===== src/rtl/clip_sequencer_if.sv =====
// Handshake and BRAM-control bundle between the clip sequencer and
// the button, deserializer, serializer and BRAM blocks.
interface clip_sequencer_if #(
    parameter int ADDR_WIDTH = 18
);
    logic                  record;
    logic                  play;
    logic                  clip_record_num;
    logic                  clip_play_num;
    logic                  des_done;
    logic                  ser_done;
    logic                  des_enable;
    logic                  ser_enable;
    logic                  ser_load;
    logic                  mem1_en;
    logic                  mem2_en;
    logic                  mem1_wen;
    logic                  mem2_wen;
    logic [ADDR_WIDTH-1:0] address;
    logic                  active_clip;
    logic                  recording;
    logic                  playing;
    logic                  second_marker;

    modport master (
        output record, play, clip_record_num, clip_play_num,
        output des_done, ser_done,
        input  des_enable, ser_enable, ser_load,
        input  mem1_en, mem2_en, mem1_wen, mem2_wen, address,
        input  active_clip, recording, playing, second_marker
    );

    modport slave (
        input  record, play, clip_record_num, clip_play_num,
        input  des_done, ser_done,
        output des_enable, ser_enable, ser_load,
        output mem1_en, mem2_en, mem1_wen, mem2_wen, address,
        output active_clip, recording, playing, second_marker
    );
endinterface


===== src/rtl/clip_sequencer.sv =====
// Two-clip record/playback sequencer: drives deserializer/serializer
// gating, BRAM strobes and the shared address; tracks clip lengths.
module clip_sequencer #(
    parameter int ADDR_WIDTH      = 18,
    parameter int CLIP_DEPTH      = 200000,
    parameter int SAMPLES_PER_SEC = 48000
) (
    input logic              clock,
    input logic              reset,
    clip_sequencer_if.slave  bus
);
    localparam int LW = ADDR_WIDTH + 1;
    localparam int SW = $clog2(SAMPLES_PER_SEC + 1);
    localparam logic [ADDR_WIDTH-1:0] LAST = ADDR_WIDTH'(CLIP_DEPTH - 1);
    localparam logic [SW-1:0] SEC_TOP = SW'(SAMPLES_PER_SEC - 1);

    typedef enum logic [2:0] {
        IDLE, REC, PLAY_RD, PLAY_LAT, PLAY_LOAD, PLAY_WAIT
    } state_e;

    state_e                state_q, state_d;
    logic [ADDR_WIDTH-1:0] ptr_q, ptr_d;
    logic [SW-1:0]         sec_q, sec_d;
    logic [LW-1:0]         len1_q, len1_d;
    logic [LW-1:0]         len2_q, len2_d;
    logic                  clip_q, clip_d;
    logic                  rec_prev_q, play_prev_q;

    logic                  des_en_q, des_en_d;
    logic                  ser_en_q, ser_en_d;
    logic                  ser_load_q, ser_load_d;
    logic                  mem1_en_q, mem1_en_d;
    logic                  mem2_en_q, mem2_en_d;
    logic                  mem1_wen_q, mem1_wen_d;
    logic                  mem2_wen_q, mem2_wen_d;
    logic [ADDR_WIDTH-1:0] addr_q, addr_d;
    logic                  rec_q, rec_d;
    logic                  playing_q, playing_d;
    logic                  marker_q, marker_d;

    logic          rec_edge, play_edge, in_play;
    logic          wr, rd, tick;
    logic [LW-1:0] sel_len, cur_len, ptr_nxt;

    always_comb begin
        rec_edge  = bus.record & ~rec_prev_q;
        play_edge = bus.play & ~play_prev_q;
        in_play   = (state_q == PLAY_RD) || (state_q == PLAY_LAT) ||
                    (state_q == PLAY_LOAD) || (state_q == PLAY_WAIT);
        sel_len   = bus.clip_play_num ? len2_q : len1_q;
        cur_len   = clip_q ? len2_q : len1_q;
        ptr_nxt   = {1'b0, ptr_q} + LW'(1);

        state_d = state_q;
        ptr_d   = ptr_q;
        sec_d   = sec_q;
        len1_d  = len1_q;
        len2_d  = len2_q;
        clip_d  = clip_q;
        wr      = 1'b0;
        tick    = 1'b0;

        // A play edge stops playback from any phase, ahead of ser_done.
        if (in_play && play_edge) begin
            state_d = IDLE;
        end else begin
            unique case (state_q)
                IDLE: begin
                    if (rec_edge) begin
                        clip_d  = bus.clip_record_num;
                        ptr_d   = '0;
                        sec_d   = '0;
                        state_d = REC;
                        if (bus.clip_record_num) len2_d = '0;
                        else                     len1_d = '0;
                    end else if (play_edge) begin
                        clip_d = bus.clip_play_num;
                        if (sel_len != '0) begin
                            ptr_d   = '0;
                            sec_d   = '0;
                            state_d = PLAY_RD;
                        end
                    end
                end
                REC: begin
                    if (!bus.record) begin
                        state_d = IDLE;
                    end else if (bus.des_done) begin
                        wr   = 1'b1;
                        tick = 1'b1;
                        if (clip_q) len2_d = ptr_nxt;
                        else        len1_d = ptr_nxt;
                        if (ptr_q == LAST) state_d = IDLE;
                        else               ptr_d   = ptr_q + 1'b1;
                    end
                end
                PLAY_RD:   state_d = PLAY_LAT;
                PLAY_LAT:  state_d = PLAY_LOAD;
                PLAY_LOAD: state_d = PLAY_WAIT;
                PLAY_WAIT: begin
                    if (bus.ser_done) begin
                        tick = 1'b1;
                        if (ptr_nxt == cur_len) begin
                            state_d = IDLE;
                        end else begin
                            ptr_d   = ptr_q + 1'b1;
                            state_d = PLAY_RD;
                        end
                    end
                end
                default: state_d = IDLE;
            endcase
        end

        marker_d = 1'b0;
        if (tick) begin
            if (sec_q == SEC_TOP) begin
                sec_d    = '0;
                marker_d = 1'b1;
            end else begin
                sec_d = sec_q + 1'b1;
            end
        end

        // Outputs are registered off the next state so they line up
        // with the state they describe.
        rd         = (state_d == PLAY_RD);
        des_en_d   = (state_d == REC);
        rec_d      = (state_d == REC);
        ser_en_d   = (state_d == PLAY_WAIT);
        ser_load_d = (state_d == PLAY_LOAD);
        playing_d  = (state_d == PLAY_RD) || (state_d == PLAY_LAT) ||
                     (state_d == PLAY_LOAD) || (state_d == PLAY_WAIT);
        mem1_en_d  = (wr | rd) & ~clip_d;
        mem2_en_d  = (wr | rd) & clip_d;
        mem1_wen_d = wr & ~clip_d;
        mem2_wen_d = wr & clip_d;
        if (wr)             addr_d = ptr_q;
        else if (playing_d) addr_d = ptr_d;
        else                addr_d = '0;
    end

    always_ff @(posedge clock) begin
        if (reset) begin
            state_q     <= IDLE;
            ptr_q       <= '0;
            sec_q       <= '0;
            len1_q      <= '0;
            len2_q      <= '0;
            clip_q      <= 1'b0;
            rec_prev_q  <= 1'b0;
            play_prev_q <= 1'b0;
            des_en_q    <= 1'b0;
            ser_en_q    <= 1'b0;
            ser_load_q  <= 1'b0;
            mem1_en_q   <= 1'b0;
            mem2_en_q   <= 1'b0;
            mem1_wen_q  <= 1'b0;
            mem2_wen_q  <= 1'b0;
            addr_q      <= '0;
            rec_q       <= 1'b0;
            playing_q   <= 1'b0;
            marker_q    <= 1'b0;
        end else begin
            state_q     <= state_d;
            ptr_q       <= ptr_d;
            sec_q       <= sec_d;
            len1_q      <= len1_d;
            len2_q      <= len2_d;
            clip_q      <= clip_d;
            rec_prev_q  <= bus.record;
            play_prev_q <= bus.play;
            des_en_q    <= des_en_d;
            ser_en_q    <= ser_en_d;
            ser_load_q  <= ser_load_d;
            mem1_en_q   <= mem1_en_d;
            mem2_en_q   <= mem2_en_d;
            mem1_wen_q  <= mem1_wen_d;
            mem2_wen_q  <= mem2_wen_d;
            addr_q      <= addr_d;
            rec_q       <= rec_d;
            playing_q   <= playing_d;
            marker_q    <= marker_d;
        end
    end

    assign bus.des_enable    = des_en_q;
    assign bus.ser_enable    = ser_en_q;
    assign bus.ser_load      = ser_load_q;
    assign bus.mem1_en       = mem1_en_q;
    assign bus.mem2_en       = mem2_en_q;
    assign bus.mem1_wen      = mem1_wen_q;
    assign bus.mem2_wen      = mem2_wen_q;
    assign bus.address       = addr_q;
    assign bus.active_clip   = clip_q;
    assign bus.recording     = rec_q;
    assign bus.playing       = playing_q;
    assign bus.second_marker = marker_q;
endmodule


===== src/flat_wrapper.sv =====
// flat-port wrapper written by rule: the top's interface ports become plain ports
module clip_sequencer_flat 
#(
    parameter int ADDR_WIDTH      = 18,
    parameter int CLIP_DEPTH      = 200000,
    parameter int SAMPLES_PER_SEC = 48000
)
  (clock, reset, bus_record, bus_play, bus_clip_record_num, bus_clip_play_num, bus_des_done, bus_ser_done, bus_des_enable, bus_ser_enable, bus_ser_load, bus_mem1_en, bus_mem2_en, bus_mem1_wen, bus_mem2_wen, bus_address, bus_active_clip, bus_recording, bus_playing, bus_second_marker);
  clip_sequencer_if #(.ADDR_WIDTH(ADDR_WIDTH)) bus_i ();
  input logic clock;
  input logic reset;
  input wire logic [$bits(bus_i.record)-1:0] bus_record;
  input wire logic [$bits(bus_i.play)-1:0] bus_play;
  input wire logic [$bits(bus_i.clip_record_num)-1:0] bus_clip_record_num;
  input wire logic [$bits(bus_i.clip_play_num)-1:0] bus_clip_play_num;
  input wire logic [$bits(bus_i.des_done)-1:0] bus_des_done;
  input wire logic [$bits(bus_i.ser_done)-1:0] bus_ser_done;
  output wire logic [$bits(bus_i.des_enable)-1:0] bus_des_enable;
  output wire logic [$bits(bus_i.ser_enable)-1:0] bus_ser_enable;
  output wire logic [$bits(bus_i.ser_load)-1:0] bus_ser_load;
  output wire logic [$bits(bus_i.mem1_en)-1:0] bus_mem1_en;
  output wire logic [$bits(bus_i.mem2_en)-1:0] bus_mem2_en;
  output wire logic [$bits(bus_i.mem1_wen)-1:0] bus_mem1_wen;
  output wire logic [$bits(bus_i.mem2_wen)-1:0] bus_mem2_wen;
  output wire logic [$bits(bus_i.address)-1:0] bus_address;
  output wire logic [$bits(bus_i.active_clip)-1:0] bus_active_clip;
  output wire logic [$bits(bus_i.recording)-1:0] bus_recording;
  output wire logic [$bits(bus_i.playing)-1:0] bus_playing;
  output wire logic [$bits(bus_i.second_marker)-1:0] bus_second_marker;
  assign bus_i.record = bus_record;
  assign bus_i.play = bus_play;
  assign bus_i.clip_record_num = bus_clip_record_num;
  assign bus_i.clip_play_num = bus_clip_play_num;
  assign bus_i.des_done = bus_des_done;
  assign bus_i.ser_done = bus_ser_done;
  assign bus_des_enable = bus_i.des_enable;
  assign bus_ser_enable = bus_i.ser_enable;
  assign bus_ser_load = bus_i.ser_load;
  assign bus_mem1_en = bus_i.mem1_en;
  assign bus_mem2_en = bus_i.mem2_en;
  assign bus_mem1_wen = bus_i.mem1_wen;
  assign bus_mem2_wen = bus_i.mem2_wen;
  assign bus_address = bus_i.address;
  assign bus_active_clip = bus_i.active_clip;
  assign bus_recording = bus_i.recording;
  assign bus_playing = bus_i.playing;
  assign bus_second_marker = bus_i.second_marker;
  clip_sequencer #(.ADDR_WIDTH(ADDR_WIDTH), .CLIP_DEPTH(CLIP_DEPTH), .SAMPLES_PER_SEC(SAMPLES_PER_SEC)) u_core (.clock(clock), .reset(reset), .bus(bus_i));
endmodule

===== config.mk =====
export PLATFORM = sky130hd
export DESIGN_NAME = clip_sequencer_flat
export DESIGN_NICKNAME = d
export VERILOG_FILES = /design/src/rtl/clip_sequencer_if.sv /design/src/rtl/clip_sequencer.sv /design/src/flat_wrapper.sv
export SDC_FILE = /design/constraint.sdc
export NUM_CORES = 1
export LEC_CHECK = 0
export ABC_AREA = 0
export CORE_UTILIZATION = 50
export CTS_BUF_LIST = sky130_fd_sc_hd__clkbuf_4 sky130_fd_sc_hd__clkbuf_8 sky130_fd_sc_hd__clkbuf_16
export CTS_CLUSTER_SIZE = 24
export DETAILED_ROUTE_END_ITERATION = 12
export PLACE_DENSITY = 0.74
export SKIP_CTS_REPAIR_TIMING = 1
export SLEW_MARGIN = 25
export SYNTH_ARGS = -nofsm -noshare
export SYNTH_HDL_FRONTEND = slang
export SYNTH_SLANG_ARGS = --single-unit

===== constraint.sdc =====
create_clock -name clock -period 5.06 [get_ports clock]
set_clock_uncertainty 0.15 [all_clocks]
set_input_delay 1.012 -clock clock [delete_from_list [all_inputs] [get_ports clock]]
set_output_delay 1.012 -clock clock [all_outputs]
set_load 0.02 [all_outputs]

==> results of run 1 <==
-- layout make-up --
cell class / count / area (um^2)
multi-input cells: 528 / 3240
inverters: 13 / 48.8
repair buffers: 47 / 438
fillers: 982 / 4680
well taps: 140 / 175
flip-flops and latches: 105 / 2100
clock buffers: 10 / 131
clock inverters: 6 / 75.1
-- synthesized netlist by cell type (4+ instances only) --
master,count
mux2i_1,26
nand4_1,10
and2_1,4
xor2_1,15
and3_1,8
nor2_1,99
nor3_1,38
a21o_1,6
nor2b_1,6
o22ai_1,5
nand2_1,66
xnor2_1,29
o2bb2ai_1,4
dfxtp_1,105
o21ai_0,20
clkbuf_1,41
o211ai_1,5
nor4b_1,4
nand3_1,17
nand2b_1,4
xnor3_1,7
o31ai_1,4
a21oi_1,65
inv_1,12
o21ai_1,8
buf_2,10
nor4_1,18
-- final timing paths --
| kind | endpoint | slack (ns) | cells past startpoint |
|---|---|---|---|
| worst max-delay path | u_core.bus.address[10] | 0.87 | 10 |
| worst min register to register | u_core.len1_q[3] | 0.35 | 2 |
| worst max register to register | u_core.bus.address[10] | 0.87 | 10 |
| worst min-delay path | u_core.len1_q[3] | 0.35 | 2 |
-- cells in the final DEF (no fill, tap or decap), types with 5 or more instances in the layout --
master	synthesis	layout
a21oi_1	65	64
buf_4	2	11
nand2_1	66	65
clkbuf_8	0	9
o211ai_1	5	5
a21o_1	6	6
nand4_1	10	10
xnor2_1	29	29
o21ai_1	8	7
o21ai_0	20	20
nor2b_1	6	6
mux2i_1	26	26
o22ai_1	5	5
nand3_1	17	17
nor2_1	99	99
inv_1	12	12
xor2_1	15	15
dfxtp_1	105	105
nor4_1	18	18
nor3_1	38	38
clkdlybuf4s50_1	0	35
xnor3_1	7	7
and3_1	8	8
-- routing by layer --
metal,vias up,track usage
met5,-,0
met2,217,0.390
li1,2476,-
met4,0,0.139
met1,2342,0.368
met3,36,0.0398
-- power by group through the flow --
stage | clock (uW) | sequential (uW) | combinational, uW
2_1_floorplan | 0 | 861 | 125
3_3_place_gp | 0 | 864 | 168
3_5_place_dp | 0 | 864 | 170
4_1_cts | 556 | 845 | 170
5_1_grt | 588 | 848 | 189
6_report | 546 | 846 | 174
-- logic make-up (layout without fill, tap and decap cells) --
group	after synthesis	in the layout	share of synthesized area
XOR/XNOR	51	51	0.0968
buffers and inverters	68	76	0.0506
AO/OA/AOI/OAI	151	151	0.169
adder cells (fa/ha/maj)	2	2	0.00446
AND/OR/NAND/NOR	298	298	0.258
flip-flops	105	105	0.375
multiplexers	26	26	0.0464
-- state kept, by name, summed over array words and instances (netlist names), 3 cells and up --
| signal | flops |
|---|---|
| u_core.len1_q | 19 |
| u_core.len2_q | 19 |
| u_core.bus.address | 18 |
| u_core.ptr_q | 18 |
| u_core.sec_q | 16 |
| u_core.state_q | 3 |
-- critical path, cell delays in order (launching register included) --
cell and delay (ns):
dfxtp_1 0.53, ha_1 0.38, nand3_2 0.22, or4_1 0.69, xnor2_1 0.20, nor4_1 0.26
nand4_1 0.26, o21ai_2 0.49, o21ai_1 0.34, a311oi_1 0.42, o22ai_1 0.13
-- per-stage QoR --
| step | hold slack (ns) | area (um^2) | worst slack (ns) | util | total power [uW] |
|---|---|---|---|---|---|
| after floorplan | 0.299 | 5610 | 1.78 | - | 985 |
| after global placement | 0.320 | 5990 | 1.10 | 0.550 | 1030 |
| after detailed placement | 0.334 | 6000 | 0.977 | 0.551 | 1030 |
| after CTS | 0.355 | 6200 | 0.939 | 0.570 | 1570 |
| after global routing | 0.370 | 6210 | 0.624 | 0.570 | 1620 |
| final | 0.355 | 6210 | 0.871 | 0.570 | 1570 |
==> run summary, run 1 <==
Initial Utilization: 0.515
Post-route ant nets: 0
Leading area contributor after synthesis: dfxtp_1
Fin crit share: 0.828
Final Slew Violations: 0
Vias per cell: 5.97
Synth Flop Type: dfxtp_1
Post-Layout Cell Count: 849
Vias in the first global route: 4,522
Netlist cell types: 70
FF+latch count, synth: 105
Max frequency: 239 MHz
Fraction of layout instances using a drive strength above 1: 0.0663
Tmin final: 4.19 ns
First drt pass iteration count: 6
H-tree depth: 3
Via Count: 5,071
Worst hold-check path type: register to register
Slew @ Worst Pin: 0.859 ns
Pwr dens: 252 nW/um^2
Hold Path Origin: u_core.len1_q[3]
Met2 wire len: 6470 um
Peak VDD IR: 0.000170 V
N_diodes: 0
Status: complete, no violations
Worst-path fanout max: 12
EDFF count, synth: 0
Syn_nets: 711
All-Layer GR Usage: 0.263
Core ar.: 10,900 um^2
Global-route wire length before repair: 23,600 um
Launch point of the critical path: u_core.ptr_q[0]
Grt total ovfl: 0
Ys async rst share: 0
Top cell type's share of synthesized area: 0.375
Sw Ratio: 0.278
Final Hold Viols: 0
Switching pwr: 436 uW
Die X: 108 um
Worst Path Required: 5.18 ns
Die Area: 11,700 um^2
Slew HR: 0.427
Yosys warning count: 0
Chip height: 108 um
CP Launch Type: register
CP arrival: 4.31 ns
Area grow syn2layout: 10.6%
Reg2Reg Launch Point: u_core.ptr_q[0]
TritonCTS Buffers: 9
Detail Placement HPWL: 10,900 um
Initial antenna violation count: 0
Met1 wire length: 6790 um
Register share of total power: 0.540
Synth Area per Inst: 8.01 um^2
Clk sinks: 105
Max Cap Viol: 0
Total wire length: 14,700 um
GP Congestion: 0.972
Clock tree buffer depth: 2
DR iter-0 viols: 350
WL/cell: 17.3 um
Worst-path clk slew: 0.10 ns
DR top layer: met4
Synthesized instance count: 701
RSZ-0062 raised after global routing: no
Internal: 1130 uW
Combinational power share: 0.111
Post-Synthesis Cell Area: 5610 um^2
Clock share of power: 0.349
Pin count of the biggest net entering global routing: 40
Worst-skew pair later-pin latency: 0.39 ns
DR WL met3: 886 um
# nets final: 714
Static Leak: 0.00220 uW
Top cells by area, synth: dfxtp_1 (37%), nor2_1 (6.6%), a21oi_1 (5.8%)
PortBufs: 36
I/O pin count: 37
Core Rows: 38
Dpl cells: 833
CP endpoint kind: register
CTS tree: done
Seq/Total Area, Yosys: 0.375
Setup TNS: 0 ns
# setup viols final: 0
Clock Tree Root: clkbuf_8
Drt drc: 0
CP Class: register to register
Power figures use the tool's default switching activity.
==> inputs of run 2 (changes only) <==
- clock period: 5.06 -> 4.4 ns (I/O delays scaled with it)
==> run summary, run 2 (synthesized netlist as in run 1, its figures left out) <==
CP arrival: 4.05 ns (-0.26 ns)
Setup ws final: 0.477 ns (-0.394 ns)
Pwr dens: 284 nW/um^2 (+13%)
Initial Utilization: 0.515 (unchanged)
Clock Tree Root: clkbuf_8
Slowest cell on the critical path: or4_1
Clk sinks: 105 (unchanged)
CP Cell Sequence: ha_1, nand3_2, or4_1, xnor2_1, nor4_1, nand4_1, o211ai_2, a21o_1, inv_2, a21o_1, o2bb2ai_1
Clock share of power: 0.337 (-0.012)
# fillers: 984 (+0.20%)
Worst-skew pair later-pin latency: 0.39 ns (about the same)
Most common cell on crit path: a21o_1
Worst-path fanout max: 11 (-1)
WL/cell: 17.8 um (+3.1%)
Die Area: 11,700 um^2 (unchanged)
# setup viols final: 0 (unchanged)
Status: complete, no violations
Pin count of the biggest net entering global routing: 40 (unchanged)
Switching pwr: 488 uW (+12%)
Worst hold-check path type: register to register
Dpl cells: 841 (+0.96%)
Most frequent cells in the layout: dfxtp_1 (105), nor2_1 (99), nand2_1 (66)
Register share of total power: 0.549 (+0.009)
Drt drc: 0 (unchanged)
Core Rows: 38 (unchanged)
Via Count: 5,192 (+2.4%)
Global-route wire length before repair: 24,600 um (+4.3%)
Peak VDD IR: 0.000182 V (+6.7%)
Fraction of layout instances using a drive strength above 1: 0.0726 (+0.00634)
First drt pass iteration count: 5 (-1)
PortBufs: 36 (unchanged)
Sw Ratio: 0.275 (-0.00305)
Chip height: 108 um (unchanged)
Core ar.: 10,900 um^2 (unchanged)
Vias in the first global route: 4,873 (+7.8%)
Tmin final: 3.92 ns (-0.266 ns)
I/O pin count: 37 (unchanged)
Registers with the most flip-flops: u_core.len1_q x19, u_core.len2_q x19
Area grow syn2layout: 11.3%
Static Leak: 0.00224 uW (+1.5%)
Vias per cell: 6.07 (+1.5%)
Total wire length: 15,200 um (+4.0%)
RSZ-0062 raised after global routing: no
Final Hold Viols: 0 (unchanged)
# nets final: 722 (+1.1%)
Post-route ant nets: 0 (unchanged)
Slew @ Worst Pin: 0.904 ns (+0.0446 ns)
Initial antenna violation count: 0 (unchanged)
H-tree depth: 3 (unchanged)
DR iter-0 viols: 408 (+17%)
Grt total ovfl: 0 (unchanged)
CP endpoint kind: register
CP Launch Type: register
Final Slew Violations: 0 (unchanged)
GP Congestion: 0.963 (-0.94%)
Setup TNS: 0 ns (unchanged)
Combinational power share: 0.115 (+0.004)
TritonCTS Buffers: 9 (unchanged)
Pre-CTS WS: 0.452 ns (-0.525 ns)
Clock tree buffer depth: 2 (unchanged)
Detail Placement HPWL: 11,300 um (+3.0%)
Most common cell after layout, fill and taps aside: dfxtp_1
Slew HR: 0.397 (-0.0298)
Max frequency: 255 MHz (+6.8%)
Fin crit share: 0.892 (+0.0638)
Worst-path clk slew: 0.09 ns (about the same)
CP Class: register to register
Post-Layout Cell Count: 856 (+0.82%)
Crit path buffers/inverters: 1 (+1)
Top delay family on crit path: simple AND/OR/NAND/NOR gates
Die X: 108 um (unchanged)
All-Layer GR Usage: 0.274 (+0.0108)
Max Cap Viol: 0 (unchanged)
CTS tree: done
Pwr Total: 1770 uW (+13%)
CP max stage delay: 0.68 ns (about the same)
Internal: 1290 uW (+14%)
N_diodes: 0 (unchanged)
Worst Path Required: 4.53 ns (-0.65 ns)
-- run 2: changes by cell type in the layout (fill, tap and decap cells not counted), sizes merged --
cell / before / now
buf: 12 / 20
clkinv: 1 / 3
inv: 16 / 14
clkbuf: 10 / 9
-- run 2: layout make-up --
| class | instances | area [um^2] | share of cell area |
|---|---|---|---|
| Multi-Input combinational cell | 528 | 3230 | 0.517 |
| Clock buffer | 9 | 124 | 0.0198 |
| Sequential cell | 105 | 2100 | 0.337 |
| Clock inverter | 6 | 68.8 | 0.0110 |
| Inverter | 13 | 48.8 | 0.00781 |
| Timing Repair Buffer | 55 | 498 | 0.0797 |
| Tap cell | 140 | 175 | 0.0280 |
-- run 2: stage by stage --
stage / util / hold WS [ns] / area (um^2)
after floorplan: - / 0.299 / 5610
after global placement: 0.556 / 0.320 / 6050
after detailed placement: 0.556 / 0.330 / 6050
after CTS: 0.574 / 0.344 / 6250
after global routing: 0.574 / 0.385 / 6250
final: 0.574 / 0.348 / 6250
-- run 2: final timing paths --
| path | from | endpoint | slack (ns) | depth (start not counted) |
|---|---|---|---|---|
| worst max-delay path | u_core.ptr_q[0] | u_core.bus.address[13] | 0.48 | 11 |
| worst min-delay path | u_core.len1_q[3] | u_core.len1_q[3] | 0.35 | 2 |
| worst max register to register | u_core.ptr_q[0] | u_core.bus.address[13] | 0.48 | 11 |
| worst min register to register | u_core.len1_q[3] | u_core.len1_q[3] | 0.35 | 2 |
-- run 2: metal layers --
metal / vias up / part of all wire / GRT usage
met1: 2441 / 0.44 / 0.365
li1: 2491 / - / -
met4: 0 / 0.035 / 0.131
met5: - / 0 / 0
met2: 223 / 0.45 / 0.421
met3: 37 / 0.074 / 0.0591
-- run 2: power groups by stage --
stage                     clock network [uW]  logic, uW  registers (uW)
after global placement                     0        197             994
after detailed placement                   0        198             995
final                                    598        203             973
after CTS                                612        199             973
after floorplan                            0        143             990
after global routing                     647        221             975
-- run 2: worst min-delay path, stage by stage, from the launching register on --
cell and delay (ns):
dfxtp_1 0.34, nand2_1 0.06, a21oi_1 0.05
